### config.mk
export PLATFORM = sky130hd
export DESIGN_NAME = serial_tx_arbiter
export DESIGN_NICKNAME = d
export VERILOG_FILES = /design/src/rtl/serial_tx_arbiter.sv
export SDC_FILE = /design/constraint.sdc
export NUM_CORES = 1
export LEC_CHECK = 0
export CAP_MARGIN = 10
export CORE_MARGIN = 2
export CORE_UTILIZATION = 41
export DETAILED_ROUTE_END_ITERATION = 12
export GPL_TIMING_DRIVEN = 0
export PLACE_DENSITY_LB_ADDON = 0.3
export RECOVER_POWER = 100
export SLEW_MARGIN = 20
export SYNTH_ARGS = -nofsm -noshare
export SYNTH_HDL_FRONTEND = slang
export SYNTH_SLANG_ARGS = --single-unit
### constraint.sdc
create_clock -name clock -period 2.3 [get_ports clock]
set_clock_uncertainty 0.05 [all_clocks]
set_input_delay 0.23 -clock clock [delete_from_list [all_inputs] [get_ports clock]]
set_output_delay 0.23 -clock clock [all_outputs]
set_load 0.01 [all_outputs]
### src/rtl/serial_tx_arbiter.sv
// serial_tx_arbiter: round-robin grant of one requester's word, shifted out MSB first on one serial line.
// Latency: grant edge E0, frame bits on E1..E_WORD_SIZE, next grant no earlier than E_(WORD_SIZE+1+GAP_CYCLES).
// Backpressure: req is a level held by the requester until its ack pulse; req/enable are only looked at in IDLE.
module serial_tx_arbiter #(
  parameter int NUM_REQ    = 4,
  parameter int WORD_SIZE  = 27,
  parameter int GAP_CYCLES = 0
) (
  input  logic                                          clock,
  input  logic                                          reset,
  input  logic                                          enable,
  input  logic [NUM_REQ-1:0]                            req,
  input  logic [NUM_REQ*WORD_SIZE-1:0]                  word_in,
  output logic [NUM_REQ-1:0]                            ack,
  output logic                                          serialOut,
  output logic                                          validOut,
  output logic                                          busy,
  output logic [((NUM_REQ > 1) ? $clog2(NUM_REQ) : 1)-1:0] grant_id
);

  localparam int IW = (NUM_REQ > 1) ? $clog2(NUM_REQ) : 1;
  localparam int CW = (WORD_SIZE > 1) ? $clog2(WORD_SIZE) : 1;
  localparam int GW = (GAP_CYCLES > 0) ? $clog2(GAP_CYCLES + 1) : 1;

  typedef enum logic [1:0] {IDLE, SHIFT, GAP} state_t;

  state_t               state, state_nxt;
  logic [WORD_SIZE-1:0] shift_reg, shift_nxt;
  logic [CW-1:0]        bit_cnt, bit_cnt_nxt;
  logic [GW-1:0]        gap_cnt, gap_cnt_nxt;
  logic [IW-1:0]        last, last_nxt;
  logic [IW-1:0]        grant_nxt;
  logic [IW-1:0]        winner;
  logic                 win_found;
  logic [NUM_REQ-1:0]   ack_nxt;
  logic                 serial_nxt;
  logic                 valid_nxt;

  // Busy is the only unregistered output: it reflects the current state directly.
  assign busy = (state != IDLE);

  // Round-robin pick: first active request searching upward from the requester after the last winner.
  always_comb begin
    winner    = last;
    win_found = 1'b0;
    for (int k = 1; k <= NUM_REQ; k++) begin
      if (!win_found && req[(int'(last) + k) % NUM_REQ]) begin
        win_found = 1'b1;
        winner    = IW'((int'(last) + k) % NUM_REQ);
      end
    end
  end

  // State register plus all registered datapath/outputs; reset abandons any frame in flight.
  always_ff @(posedge clock or posedge reset) begin
    if (reset) begin
      state     <= IDLE;
      shift_reg <= '0;
      bit_cnt   <= '0;
      gap_cnt   <= '0;
      last      <= IW'(NUM_REQ - 1);
      grant_id  <= '0;
      ack       <= '0;
      serialOut <= 1'b0;
      validOut  <= 1'b0;
    end else begin
      state     <= state_nxt;
      shift_reg <= shift_nxt;
      bit_cnt   <= bit_cnt_nxt;
      gap_cnt   <= gap_cnt_nxt;
      last      <= last_nxt;
      grant_id  <= grant_nxt;
      ack       <= ack_nxt;
      serialOut <= serial_nxt;
      validOut  <= valid_nxt;
    end
  end

  // Next state: grant from IDLE, leave SHIFT after bit 0, hold GAP for GAP_CYCLES cycles.
  always_comb begin
    state_nxt = state;
    case (state)
      IDLE:    if (enable && (|req)) state_nxt = SHIFT;
      SHIFT:   if (bit_cnt == '0) state_nxt = (GAP_CYCLES > 0) ? GAP : IDLE;
      GAP:     if (int'(gap_cnt) >= GAP_CYCLES - 1) state_nxt = IDLE;
      default: state_nxt = IDLE;
    endcase
  end

  // Output/datapath next values: capture the winner's word at grant, then shift one bit per cycle.
  always_comb begin
    ack_nxt     = '0;
    serial_nxt  = 1'b0;
    valid_nxt   = 1'b0;
    shift_nxt   = shift_reg;
    bit_cnt_nxt = bit_cnt;
    gap_cnt_nxt = gap_cnt;
    last_nxt    = last;
    grant_nxt   = grant_id;
    case (state)
      IDLE: begin
        if (enable && (|req)) begin
          ack_nxt[winner] = 1'b1;
          for (int i = 0; i < NUM_REQ; i++) begin
            if (winner == IW'(i)) shift_nxt = word_in[i*WORD_SIZE +: WORD_SIZE];
          end
          bit_cnt_nxt = CW'(WORD_SIZE - 1);
          last_nxt    = winner;
          grant_nxt   = winner;
        end
      end
      SHIFT: begin
        serial_nxt  = shift_reg[bit_cnt];
        valid_nxt   = 1'b1;
        bit_cnt_nxt = (bit_cnt == '0) ? '0 : (bit_cnt - CW'(1));
        gap_cnt_nxt = '0;
      end
      GAP: begin
        gap_cnt_nxt = gap_cnt + GW'(1);
      end
      default: begin
        gap_cnt_nxt = '0;
      end
    endcase
  end

endmodule

==> After elaboration in Yosys (flattened, before gate mapping) <==
Index checks and enable logic that the tools add are counted.
{ "op_classes": {"addsub": 5, "magnitude_cmp": 7, "eq_ne": 6, "mux": 37, "n_bitwise": 4, "n_reduce_logical": 23} }
{ "ops": {"columns": ["cell", "count"], "rows": [
  ["two-way mux 27 bit", 4],
  ["< comparator 3 x 4 -> 1 bit, second input constant", 4],
  ["two-way mux 1 bit", 15],
  ["two-way mux 2 bit", 6],
  ["two-way mux 5 bit", 2],
  ["one-hot mux 5 bit (2 select lines)", 1],
  ["binary-select mux 1 bit (select 2 bit)", 4],
  ["two-way mux 4 bit", 2],
  ["OR reduction 2 bit", 4],
  ["< comparator 5 x 6 -> 1 bit, second input constant", 1],
  ["AND reduction 2 bit", 3],
  ["binary-select mux 1 bit (select 5 bit)", 1],
  ["logical AND 1 bit", 5],
  ["zero test 5 bit", 1],
  ["subtractor 5 x 1 -> 5 bit, second input constant", 1],
  ["adder 2 x 1 -> 2 bit, second input constant", 2],
  ["adder 2 bit, second input constant", 2],
  ["bitwise AND 1 bit, first input constant", 4],
  ["equality test 2 x 1 -> 1 bit, second input constant", 2],
  ["equality test 2 bit, second input constant", 2],
  ["zero test 2 bit", 2],
  ["inequality test 2 bit, second input constant", 2],
  ["one-hot mux 2 bit (2 select lines)", 1],
  ["nonzero test 2 bit", 2],
  ["other kinds (7)", 9]
]} }
{ "totals": {"reg_bits": 44, "word_cells": 90} }

==> Depth between registers and ports, before layout <==
Gate-level depths: netlist of the first run.
{ "depth": {"ltp_word": 22, "ltp_mapped": 8, "mapped_depth_nobuf": 6} }

==> Least setup slack after synthesis of the first run <==
No wires, ideal clock.
{ "synth_path": {"path_type": "flip-flop to flip-flop", "from": "reg last[1]", "to": "reg shift_reg[10]", "setup_ns": 0.133, "arrival_time_ns": 1.594, "slack_ns": 0.523, "stages_incl_launch_ff": 9, "path_buffers": 2, "period_less_slack_ns": 1.777, "cell_sequence": "dfstp_2 clkbuf_1 nor2b_1 a32o_1 o21ai_2 inv_1 buf_2 nand2_1 o211ai_1"} }
{ "synth_via": {"elab_chain_len": 18} }
{ "synth_lines": {"columns": ["item", "line_no", "rtl"], "rows": [
  ["from (decl)", "31", "logic [IW-1:0] last, last_nxt;"],
  ["from (signal assigned)", "61", "last <= IW'(NUM_REQ - 1);"],
  ["from (signal assigned)", "71", "last <= last_nxt;"],
  ["adder 2 x 1 -> 2 bit", "47, 49", null],
  ["binary-select mux 1 bit (select 2 bit)", "47", "if (!win_found && req[(int'(last) + k) % NUM_REQ]) begin"],
  ["two-way mux 1 bit (implied by the code) (2 in a row)", "47", null],
  ["two-way mux 1 bit", "47", null],
  ["zero test 1 bit", "47", null],
  ["logical AND 1 bit", "47", null],
  ["two-way mux 1 bit", "47", null],
  ["zero test 1 bit", "47", null],
  ["logical AND 1 bit", "47", null],
  ["two-way mux 1 bit", "47", null],
  ["zero test 1 bit", "47", null],
  ["logical AND 1 bit", "47", null],
  ["two-way mux 2 bit *", "47", null],
  ["equality test 2 x 1 -> 1 bit", "105", "if (winner == IW'(i)) shift_nxt = word_in[i*WORD_SIZE +: WORD_SIZE];"],
  ["two-way mux 27 bit (3 in a row)", "105", null],
  ["to (signal assigned)", "68", "shift_reg <= shift_nxt;"],
  ["to (decl)", "28", "logic [WORD_SIZE-1:0] shift_reg, shift_nxt;"]
]} }
Mark *: on every way between the ends. The rest lies on a longest branch, timed or not. The select of a mux whose other input is x is not followed.
A chain may end at the register's enable or synchronous reset.

==> Worst setup path in the final report of the first run <==
{ "layout_path": {"from": "in req[2]", "to": "reg shift_reg[1]"} }
{ "layout_via": {"elab_chain_len": 17} }
{ "layout_lines": {"columns": ["item", "line_no", "rtl"], "rows": [
  ["from (decl)", "12", "input logic [NUM_REQ-1:0] req,"],
  ["binary-select mux 1 bit (select 2 bit)", "47", null],
  ["two-way mux 1 bit (implied by the code) (2 in a row)", "47", null],
  ["two-way mux 1 bit", "47", null],
  ["zero test 1 bit", "47", null],
  ["logical AND 1 bit", "47", null],
  ["two-way mux 1 bit", "47", null],
  ["zero test 1 bit", "47", null],
  ["logical AND 1 bit", "47", null],
  ["two-way mux 1 bit", "47", null],
  ["zero test 1 bit", "47", null],
  ["logical AND 1 bit", "47", null],
  ["two-way mux 2 bit", "47", null],
  ["equality test 2 x 1 -> 1 bit", "105", null],
  ["two-way mux 27 bit (3 in a row)", "105", null]
]} }
Parallel ways exist; a longest one is shown, timed or not. The select of a mux whose other input is x is not followed.

==> summary.md, run 1 <==
| Metric | Value |
|---|---|
| Outcome | finished clean |
| DR vias/cell | 5.50 |
| Number of synthesized flops with an enable pin | 0 |
| Area Growth Syn to Fin | 53.2% |
| Critical path endpoint category | flip-flop |
| Register bit total from synthesis | 43 |
| Post_cts resized | 0 |
| Max-Cap Viols | 0 |
| Synth Instances | 253 |
| Num CTS Buffers | 5 |
| DRC | 0 |
| Fin crit period | 2.18 ns |
| Die Footprint | 7050 um^2 |
| Cell Area, Placed | 3980 um^2 |
| Worst slew pin tran | 0.763 ns |
| Pleak | 0.00165 uW |
| Syn avg cell area | 10.4 um^2 |
| FMAX | 460 MHz |
| Post-route ant nets | 0 |
| RSZ-0062 raised after global routing | false |
| Max reg flops | 27 |
| Startpoint Class | input pin |
| Vias in the first global route | 2690 |
| Clock sinks | 43 |
| Root Buffer | clkbuf_8 |
| Synthesized Nets | 369 |
| CP arrival | 2.31 ns |
| Clk buf depth | 2 |
| # H-tree levels | 2 |
| Mapped Area | 2620 um^2 |
| Final setup fails | 0 |
| DRT Pass-1 Iters | 4 |
| Commonest cells post-synth | dfrtp_1, mux2i_1, nor2_1 |
| Num rows | 29 |
| PwrDens | 980 nW/um^2 |
| Worst skew pair latency | 0.30 ns |
| Final worst slack | 0.124 ns |
| Post-CTS Setup Bufs | 0 |
| Drt wl/cell | 17.2 um |
| Final Cell Area | 4020 um^2 |
| Initial antenna violation count | 0 |
| Total track usage | 22.8% |
| Port Buffers | 123 |
| # IOs | 124 |
| Slew Limit Fails | 0 |
| Synth Flop Type | dfrtp_1 |
| Core Region | 6280 um^2 |
| Die H | 84.0 um |
| Period utilization | 94.6% |
| Initial Utilization | 41.8% |
| Yosys warnings | 0 |
| Type of the worst setup path | in -> reg |
| Layout fillers | 566 |
| Global-route wire length before repair | 12800 um |
| Async SR Flop Fraction | 100% |
| Synth area leader | dfrtp_1 |
| Slew headroom | 49.1% |
| Largest net degree at the start of global routing | 25 |
| Via count | 2542 |
| Max IR drop VDD | 0.522 mV |
| Critical-path maximum fanout | 10 |
| Hold path depth | 0 |
| Layout cell share with drive strength beyond 1 | 11.7% |
| # placed instances | 454 |
| Total Power | 3940 uW |
| Drt first-iter violations | 205 |
| Detailed Place HPWL | 6290 um |
| Clock transition at the registers of the reported paths | 0.07 ns |
| Distinct cells, synth | 43 |
| Count leader, synth | dfrtp_1 |
| Core Util, Final | 64.0% |
| Dpl ws | -0.103 ns |
| # nets final | 500 |
| Crit path required time | 2.44 ns |
| Finished Layout Cells | 462 |
| CTS tree | built |
| Routed wire length | 7930 um |
| CTS Hold Bufs | 0 |
| Die W | 84.0 um |
| Gp weighted congestion | 0.874 |
| Number of diodes | 0 |
| Synth top area share | 39.1% |
| Reg2reg path depth | 8 |
| Min-Delay Path Class | reg -> reg |
| Sequential share of the synthesized area | 41.1% |
| Final hold violations | 0 |
| Synth top area cells | dfrtp_1, mux2i_1, a211oi_2, o211ai_1, a22oi_1 |
| Total gr overflow | 0 |
## worst max-delay path, stage by stage
cell,delay [ns]
clkdlybuf4s50_1,0.56
o41ai_4,0.56
nor2_1,0.20
and2_0,0.18
buf_2,0.17
buf_6,0.17
a211oi_1,0.25
## final timing paths
kind | from | end | slack (ns)
setup / recovery | req[2] | shift_reg[1]$_DFFE_PP0P_ | 0.12
hold / removal | state[0]$_DFFE_PP0P_ | validOut$_DFF_PP0_ | 0.37
setup reg to reg | last[1]$_DFFE_PP1P_ | shift_reg[12]$_DFFE_PP0P_ | 0.19
hold reg to reg | state[0]$_DFFE_PP0P_ | validOut$_DFF_PP0_ | 0.37
max in group asynchronous | reset | bit_cnt[1]$_DFFE_PP0P_ | 0.66
min in group asynchronous | reset | ack[1]$_DFF_PP0_ | 0.44
## layout by cell type, fill, tap and decap left out, drive strengths merged, types with 2 or more instances in the layout
cell           count
nor2              26
nor3b              2
dfstp              2
a21oi              6
mux2i             29
inv                7
o22ai             13
buf               12
dfrtp             41
nand3              2
o211ai            16
nand2             20
nor4b              2
dlygate4sd3       10
clkbuf            14
a22oi             15
mux2               2
o21ai              6
nor3               3
and3               2
nand2b             4
o21a               3
nor2b              3
a31oi              2
a211oi            12
clkdlybuf4s50    113
mux4               5
clkinv             2
## where the power goes
| part | internal [uW] | total (uW) | switching, uW |
|---|---|---|---|
| clock network | 215 | 483 | 268 |
| registers | 1110 | 1330 | 219 |
| logic | 1120 | 2120 | 1010 |
## logic make-up after synthesis
logic type               share of synthesized area [%]
AO/OA/AOI/OAI                                     24.1
adder cells (fa/ha/maj)                          0.477
multiplexers                                      16.2
buffers and inverters                             5.53
flip-flops                                        41.1
AND/OR/NAND/NOR                                   12.5
## metrics by stage
stage               TNS (ns)  hold slack (ns)
floorplan                  0            0.313
CTS                        0            0.225
detailed placement     -1.16            0.353
global route               0            0.378
finish                     0            0.369
global placement      -0.793            0.333
## routing by layer
metal | share of wire, % | global-route usage (%) | vias to the layer above
met5 | 0 | 0 | -
met4 | 0.93 | 5.57 | 0
met3 | 8.1 | 5.93 | 8
met2 | 53 | 40.7 | 107
met1 | 38 | 27.2 | 1217
li1 | - | - | 1210
## cell type report
cell class                 instances  area (um^2)  share of cell area, %
clock inverter                     2         13.8                  0.342
timing repair buffer             124         1240                   30.8
tap                               77         96.3                   2.40
clock buffer                       6         72.6                   1.81
buffer                            19          119                   2.96
inverter                           7         26.3                  0.654
multi-input combinational        184         1380                   34.2
sequential                        43         1080                   26.8
Power figures use the tool's default switching activity.
==> run 2, diff against run 1 <==
--- a/config.mk
+++ b/config.mk
@@ -5,9 +5,11 @@
 export SDC_FILE = /design/constraint.sdc
 export NUM_CORES = 1
 export LEC_CHECK = 0
+export ABC_AREA = 1
 export CAP_MARGIN = 10
 export CORE_MARGIN = 2
-export CORE_UTILIZATION = 41
+export CORE_UTILIZATION = 45
+export CTS_BUF_LIST = sky130_fd_sc_hd__clkbuf_16
 export DETAILED_ROUTE_END_ITERATION = 12
 export GPL_TIMING_DRIVEN = 0
 export PLACE_DENSITY_LB_ADDON = 0.3
==> constraint.sdc (replaced) <==
create_clock -name clock -period 2.3 [get_ports clock]
set_clock_uncertainty 0.05 [all_clocks]
set_input_delay 0.46 -clock clock [delete_from_list [all_inputs] [get_ports clock]]
set_output_delay 0.46 -clock clock [all_outputs]
set_load 0.01 [all_outputs]
==> run 2 against run 1 <==
Against the previous run: the run now ends with negative setup slack left; via count is 62% higher; worst setup slack worse by 0.14 ns; sequential power hardly changed; worst hold slack better by 0.052 ns; wire length rose by 41%; combinational power rose to 3.5 times the previous value; clock power increased by 41%; synthesized area is 33% higher; count of clock-buffer cells in the layout shrank 1; register-to-register slack lost 0.21 ns; non-clock buffer count increased by 25; critical path type is now reg -> reg.
==> summary.md, run 2 <==
| Metric | Value |
|---|---|
| Total track usage | 24.5% (+1.8 points) |
| Most frequent cells in the layout | nand2_1, clkdlybuf4s50_1, inv_1, dfrtp_1, o21ai_0 |
| Met2 Wirelength | 5690 um (+35%) |
| Hold_ws | 0.421 ns (+0.0515 ns) |
| Count leader, synth | nand2_1 |
| Yosys warnings | 0 (unchanged) |
| Die Footprint | 8450 um^2 (+20%) |
| Violated checks | negative setup slack |
| Sequential share of the synthesized area | 31.0% (-10 points) |
| Switch share | 51.7% (+14 points) |
| Core Region | 7610 um^2 (+21%) |
| R2R setup slack | -0.02 ns (-0.21 ns) |
| Synth top area share | 29.5% (-9.6 points) |
| CTS tree | built |
| Worst skew pair latency | 0.28 ns (-0.02 ns) |
| M1 WL | 4670 um (+56%) |
| Clk buf depth | 2 (unchanged) |
| Type of the worst setup path | reg -> reg |
| Synth Instances | 537 (+110%) |
| Commonest non-fill, non-tap cell in the layout | nand2_1 |
| Sw power | 4850 uW (+220%) |
| # IOs | 124 (unchanged) |
| Clk pwr share | 7.3% (-5.0 points) |
| Area Growth Syn to Fin | 55.6% |
| Commonest cells post-synth | nand2_1, inv_1, o21ai_0 |
| DR vias/cell | 5.22 (-5.1%) |
| Metal3 WL | 584 um (-8.8%) |
| Layout cell share with drive strength beyond 1 | 20.0% (+8.3 points) |
| Slew Limit Fails | 0 (unchanged) |
| Worst slew pin tran | 0.744 ns (-0.0188 ns) |
| Initial Utilization | 45.7% (+4.0 points) |
| Max-Cap Viols | 0 (unchanged) |
| Mapped Area | 3480 um^2 (+33%) |
| Number of synthesized flops with an enable pin | 0 (unchanged) |
| Clock transition at the registers of the reported paths | 0.06 ns (about the same) |
| Reg2reg path depth | 15 (+7) |
| Critical-path maximum fanout | 9 (-1) |
| Crit path launch | last[0]$_DFFE_PP1P_ |
| Async SR Flop Fraction | 100% (unchanged) |
| Outcome | complete, but fails checks |
| Initial antenna violation count | 0 (unchanged) |
| Routed wire length | 11200 um (+41%) |
| Pleak | 0.00285 uW (+73%) |
| Max reg flops | 27 (unchanged) |
| DRC | 0 (unchanged) |
| Capture point of the worst reg-to-reg path | shift_reg[0]$_DFFE_PP0P_ |
| Drt wl/cell | 14.3 um (-17%) |
| Number of diodes | 0 (unchanged) |
| Syn avg cell area | 6.48 um^2 (-37%) |
| PwrDens | 1730 nW/um^2 (+77%) |
| Vias in the first global route | 3713 (+38%) |
| Dpl ws | -1.03 ns (-0.931 ns) |
| Core Util, Final | 71.2% (+7.1 points) |
| CTS Hold Bufs | 0 (unchanged) |
| Startpoint Class | flip-flop |
| Post-route ant nets | 0 (unchanged) |
| # H-tree levels | 2 (unchanged) |
| RR Startpoint | last[0]$_DFFE_PP1P_ |
| Max IR drop VDD | 1.05 mV (+100%) |
| FMAX | 432 MHz (-6.0%) |
| Power share of the combinational group | 78.3% (+24 points) |
| Register bit total from synthesis | 43 (unchanged) |
| Gp weighted congestion | 0.867 (-0.80%) |
| Synth top area cells | dfrtp_1, nand2_1, inv_1, o21ai_0, nand3_1 |
| Die W | 91.9 um (+9.5%) |
| Setup Total Neg Slack | -0.0458 ns (-0.0458 ns) |
| # nets final | 799 (+60%) |
| Via count | 4106 (+62%) |
| Num rows | 32 (+10%) |
| Drt first-iter violations | 256 (+25%) |
| Highest routed layer | met4 |
| Critical Path End | shift_reg[0]$_DFFE_PP0P_ |
| Synthesized Nets | 653 (+77%) |
| Num CTS Buffers | 5 (unchanged) |
| Final hold violations | 0 (unchanged) |
| Port Buffers | 123 (unchanged) |
| RSZ-0062 raised after global routing | true |
| Slew headroom | 50.3% (+1.3 points) |
| Final setup fails | 4 (+4) |
| DRT Pass-1 Iters | 6 (+2) |
| Int Power | 4540 uW (+86%) |
| Detailed Place HPWL | 8470 um (+35%) |
| Total Power | 9390 uW (+140%) |
| Synth area leader | dfrtp_1 |
| Root Buffer | clkbuf_16 |
| Period utilization | 101% (+6.1 points) |
| Total gr overflow | 0 (unchanged) |
| Die H | 91.9 um (+9.5%) |
| Critical path endpoint category | flip-flop |
| Crit path required time | 2.47 ns (+0.03 ns) |
| Sequential fraction of design power | 14.5% (-19 points) |
| Clock sinks | 43 (unchanged) |
| Fin crit period | 2.32 ns (+0.140 ns) |
| CP arrival | 2.48 ns (+0.17 ns) |
| Synth Flop Type | dfrtp_1 |
| Distinct cells, synth | 36 (-16%) |
| Final worst slack | -0.0157 ns (-0.140 ns) |
| Largest net degree at the start of global routing | 26 (+4.0%) |
| Global-route wire length before repair | 16800 um (+31%) |
| Min-Delay Path Class | reg -> reg |
## run 2: cell types whose count changed in the layout (fill, tap and decap cells not counted), sizes merged, moves of 15 or more
cell | previous run | this run
mux2i | 29 | 1
buf | 12 | 28
inv | 7 | 99
a21oi | 6 | 21
nand4 | 0 | 28
nand2 | 20 | 173
nand3 | 2 | 43
o21ai | 6 | 59
## run 2: worst max-delay path: stages (launching register included)
cell and delay, ns:
dfstp_2 0.53, buf_6 0.15, inv_8 0.06, nand2_2 0.06, nand2_2 0.09, a21oi_1 0.24, nand2_1 0.14, nand3_4 0.12
buf_6 0.14, nand3_4 0.14, buf_6 0.15, nand2_1 0.06, nand3_1 0.08, nand2_1 0.11, nand2_1 0.06, nand2_1 0.05
## run 2: what timing repair did
item                                    in CTS  in global routing
gates resized for setup                      7                 94
pin swaps                                    0                 29
cloned                                       0                  5
buffers inserted                             0                 12
endpoints found under the setup margin      39                 32
## run 2: worst min-delay path by stage
| stage | startpoint | endpoint | slack [ns] | cells after the start |
|---|---|---|---|---|
| after floorplan | shift_reg[21]$_DFFE_PP0P_ | shift_reg[21]$_DFFE_PP0P_ | 0.39 | 2 |
| after global placement | grant_id[1]$_DFFE_PP0P_ | grant_id[1]$_DFFE_PP0P_ | 0.41 | 2 |
| after detailed placement | shift_reg[6]$_DFFE_PP0P_ | shift_reg[6]$_DFFE_PP0P_ | 0.41 | 2 |
| after CTS | grant_id[1]$_DFFE_PP0P_ | grant_id[1]$_DFFE_PP0P_ | 0.43 | 2 |
| after global routing | shift_reg[2]$_DFFE_PP0P_ | shift_reg[2]$_DFFE_PP0P_ | 0.46 | 2 |
| final | grant_id[0]$_DFFE_PP0P_ | grant_id[0]$_DFFE_PP0P_ | 0.42 | 2 |
## run 2: stage by stage
step                      instance area (um^2)  instances
after CTS                                 5030        771
after detailed placement                  4870        763
after floorplan                           3480        537
final                                     5410        786
after global placement                    4840        762
after global routing                      5410        786
## run 2: cell families after synthesis
family,share of synthesized area [%]
adders and majority gates,0.360
xor gates and xnor gates,0.252
muxes,0.288
buffers and inverters,16.2
DFF,31.0
and+or+nand+nor,36.1
AOI/OAI and AO/OA,15.8
## run 2: layout make-up
type / count / area [um^2]
repair buffers: 140 / 1410
well taps: 102 / 128
multi-input cells: 365 / 2070
inverters: 100 / 385
plain buffers: 28 / 208
fillers: 602 / 2190
flip-flops and latches: 43 / 1080
clock buffers: 5 / 125
clock inverters: 3 / 16.3
## run 2: metal layers
layer	track usage (%)	vias up
met5	0	-
met4	7.96	0
met2	42.6	160
li1	-	2003
met3	3.12	25
met1	31.6	1918
## run 2: power by group through the flow
stage / Clock, uW / Combinational, uW / Sequential [uW]
floorplan: 0 / 4180 / 1320
global placement: 0 / 5460 / 1350
detailed placement: 0 / 5640 / 1360
CTS: 685 / 5710 / 1360
global route: 715 / 7980 / 1400
finish: 681 / 7350 / 1360
==> run 3, diff against run 2 <==
--- a/config.mk
+++ b/config.mk
@@ -7,9 +7,10 @@
 export LEC_CHECK = 0
 export ABC_AREA = 1
 export CAP_MARGIN = 10
-export CORE_MARGIN = 2
+export CORE_ASPECT_RATIO = 1.5
+export CORE_MARGIN = 4
 export CORE_UTILIZATION = 45
-export CTS_BUF_LIST = sky130_fd_sc_hd__clkbuf_16
+export CTS_BUF_LIST = sky130_fd_sc_hd__clkbuf_4 sky130_fd_sc_hd__clkbuf_8 sky130_fd_sc_hd__clkbuf_16
 export DETAILED_ROUTE_END_ITERATION = 12
 export GPL_TIMING_DRIVEN = 0
 export PLACE_DENSITY_LB_ADDON = 0.3
==> run 3 against run 2 <==
Against the previous run: the flow still finishes with violations (negative setup slack); non-clock buffer count stayed put; critical path depth stayed put; register-to-register slack hardly changed; power increased by 0.60%; critical path type unchanged; highest routed layer unchanged.
==> summary.md, run 3 (same netlist as run 2, synthesis figures left out) <==
| Metric | Value |
|---|---|
| Outcome | complete, but fails checks |
| Violated checks | negative setup slack |
| Final setup fails | 1 (-3) |
| Startpoint Class | flip-flop |
| Crit-path max cell delay | 0.54 ns (about the same) |
| # H-tree levels | 2 (unchanged) |
| Hold path depth | 2 (unchanged) |
| Clock sinks | 43 (unchanged) |
| Num CTS Buffers | 5 (unchanged) |
| Highest routed layer | met4 |
| Largest net degree at the start of global routing | 35 (+35%) |
| RR Startpoint | last[0]$_DFFE_PP1P_ |
| Slew headroom | 44.3% (-6.1 points) |
| Max IR drop VDD | 1.24 mV (+18%) |
| Initial Utilization | 46.0% (+0.26 points) |
| Critical path endpoint category | flip-flop |
| Cell Area, Placed | 4860 um^2 (-0.15%) |
| Number of diodes | 0 (unchanged) |
| Switch share | 50.4% (-1.3 points) |
| Core Region | 7560 um^2 (-0.58%) |
| R2R setup slack | -0.01 ns (about the same) |
| DRC | 0 (unchanged) |
| M1 WL | 4180 um (-11%) |
| Layout cell share with drive strength beyond 1 | 18.0% (-2.0 points) |
| Port Buffers | 123 (unchanged) |
| DR vias/cell | 5.09 (-2.7%) |
| Capture point of the worst reg-to-reg path | shift_reg[7]$_DFFE_PP0P_ |
| Final worst slack | -0.0120 ns (+0.00373 ns) |
| Via count | 3997 (-2.7%) |
| Slew Limit Fails | 0 (unchanged) |
| Routed wire length | 11100 um (-1.2%) |
| Sequential standard cell area | 1080 um^2 (unchanged) |
| Area Growth Syn to Fin | 56.4% |
| Int Power | 4690 uW (+3.3%) |
| Sink of the worst hold path | grant_id[0]$_DFFE_PP0P_ |
| CTS tree | built |
| Critical-path top delay cell | dfstp_2 |
| Detailed Place HPWL | 8170 um (-3.6%) |
| Max-Cap Viols | 0 (unchanged) |
| Layout fillers | 581 (-3.5%) |
| DRT Pass-1 Iters | 4 (-2) |
| Die H | 116 um (+26%) |
| Final Cell Area | 5440 um^2 (+0.53%) |
| Global-route wire length before repair | 16900 um (+0.37%) |
| Worst slew pin tran | 0.836 ns (+0.0917 ns) |
| Total track usage | 22.8% (-1.7 points) |
| Final hold violations | 0 (unchanged) |
| Sequential fraction of design power | 14.4% (about the same) |
| Reg2reg path depth | 15 (unchanged) |
| Clk pwr share | 7.9% (+0.6 points) |
| Crit path required time | 2.46 ns (about the same) |
| Num rows | 39 (+22%) |
| Drt first-iter violations | 286 (+12%) |
| # IOs | 124 (unchanged) |
| Clk buf depth | 2 (unchanged) |
| Gp weighted congestion | 0.922 (+6.2%) |
| FMAX | 433 MHz (+0.16%) |
| Min-Delay Path Class | reg -> reg |
| Fin crit period | 2.31 ns (-0.00373 ns) |
| Area of the multi-input gates | 2040 um^2 (-1.2%) |
| Clock transition at the registers of the reported paths | 0.06 ns (about the same) |
| Vias in the first global route | 3742 (+0.78%) |
| # nets final | 799 (unchanged) |
| Power share of the combinational group | 77.7% (-0.6 points) |
| Root Buffer | clkbuf_16 |
| CTS Hold Bufs | 0 (unchanged) |
| Die W | 79.8 um (-13%) |
| Sw power | 4760 uW (-2.0%) |
| Crit-path cells | buf_6, inv_8, nand2_1, nand2_2, nand2_1, nand2_1, nor2_4, nand3_4, nand2_8, buf_12, buf_8, nand4_1, nand3_2, nand2_2, a21oi_2 |
| Min-delay src | grant_id[0]$_DFFE_PP0P_ |
| Total gr overflow | 0 (unchanged) |
| Type of the worst setup path | reg -> reg |
| CP arrival | 2.48 ns (about the same) |
| Metal3 WL | 705 um (+21%) |
| Worst skew pair latency | 0.29 ns (about the same) |
| Post-route ant nets | 0 (unchanged) |
| Initial antenna violation count | 0 (unchanged) |
| Drt wl/cell | 14.1 um (-1.2%) |
| Pleak | 0.00284 uW (-0.37%) |
| Most used cell, CP | nand2_1 |
| Period utilization | 101% (-0.16 points) |
| Commonest non-fill, non-tap cell in the layout | nand2_1 |
| RSZ-0062 raised after global routing | true |
| Total Power | 9450 uW (+0.60%) |
| Most frequent cells in the layout | nand2_1, clkdlybuf4s50_1, inv_1, dfrtp_1, o21ai_0 |
| Max reg flops | 27 (unchanged) |
| PwrDens | 1740 nW/um^2 (about the same) |
| Die Footprint | 9230 um^2 (+9.2%) |
| Critical-path maximum fanout | 9 (unchanged) |
| Met2 Wirelength | 5790 um (+1.8%) |
[run 3: cell types whose count changed in the layout (fill, tap and decap cells not counted), moves of 3 or more]
| cell | before | now |
|---|---|---|
| nand2_2 | 27 | 15 |
| nand2_1 | 136 | 143 |
| nand3_1 | 25 | 31 |
| nand3_2 | 12 | 6 |
| nand2_4 | 9 | 14 |
| buf_6 | 8 | 4 |
| buf_8 | 2 | 6 |
| dlygate4sd2_1 | 1 | 4 |
| dlymetal6s2s_1 | 3 | 0 |
[run 3: cell type report]
cell class                 count  area share (%)
multi-input combinational    365            37.5
clock inverter                 1           0.138
clock buffer                   7            2.81
inverter                     100            7.08
timing repair buffer         139            25.7
tap                          102            2.35
buffer                        29            4.62
sequential                    43            19.8
[run 3: power groups by stage]
stage / Sequential (uW) / Clock (uW) / Combinational, uW
after detailed placement: 1360 / 0 / 5620
after global routing: 1410 / 791 / 8060
after global placement: 1350 / 0 / 5500
final: 1360 / 747 / 7340
after CTS: 1350 / 756 / 5720
after floorplan: 1320 / 0 / 4180
[run 3: critical path, delay by kind of cell (launching register included)]
kind                   cells  cell delay [ns]
AO/OA/AOI/OAI              1             0.14
buffers and inverters      4             0.45
flip-flops                 1             0.54
AND/OR/NAND/NOR           10             1.04
[run 3: stage by stage]
step	worst slack (ns)	util, %	hold WS [ns]	instances	TNS [ns]
floorplan	0.304	-	0.394	537	0
global placement	-0.808	64.0	0.408	762	-25.79
detailed placement	-0.774	64.2	0.410	763	-22.05
CTS	0.0105	66.8	0.363	771	0
global route	-0.135	71.9	0.453	786	-2.24
finish	-0.0120	71.9	0.425	786	-0.0120
[run 3: metal layers]
metal / track usage [%] / vias up
met4: 8.79 / 0
met1: 26.3 / 1806
met2: 42.4 / 167
met5: 0 / -
li1: - / 1993
met3: 2.95 / 31
[run 3: worst max-delay path by stage]
stage,startpoint,cells after the start,slack [ns],endpoint
2_1_floorplan,last[0]$_DFFE_PP1P_,16,0.30,shift_reg[21]$_DFFE_PP0P_
3_3_place_gp,req[2],6,-0.81,bit_cnt[1]$_DFFE_PP0P_
3_5_place_dp,req[2],6,-0.77,bit_cnt[1]$_DFFE_PP0P_
4_1_cts,last[0]$_DFFE_PP1P_,15,0.01,shift_reg[11]$_DFFE_PP0P_
5_1_grt,last[0]$_DFFE_PP1P_,15,-0.14,shift_reg[7]$_DFFE_PP0P_
6_report,last[0]$_DFFE_PP1P_,15,-0.01,shift_reg[7]$_DFFE_PP0P_
[run 3: what timing repair did]
action / 4_1_cts / 5_1_grt
pin swaps: 0 / 15
buffers inserted: 0 / 12
cloned: 0 / 4
gates resized for setup: 13 / 86
setup endpoints to repair: 39 / 27
hold endpoints to repair: 0 / 0
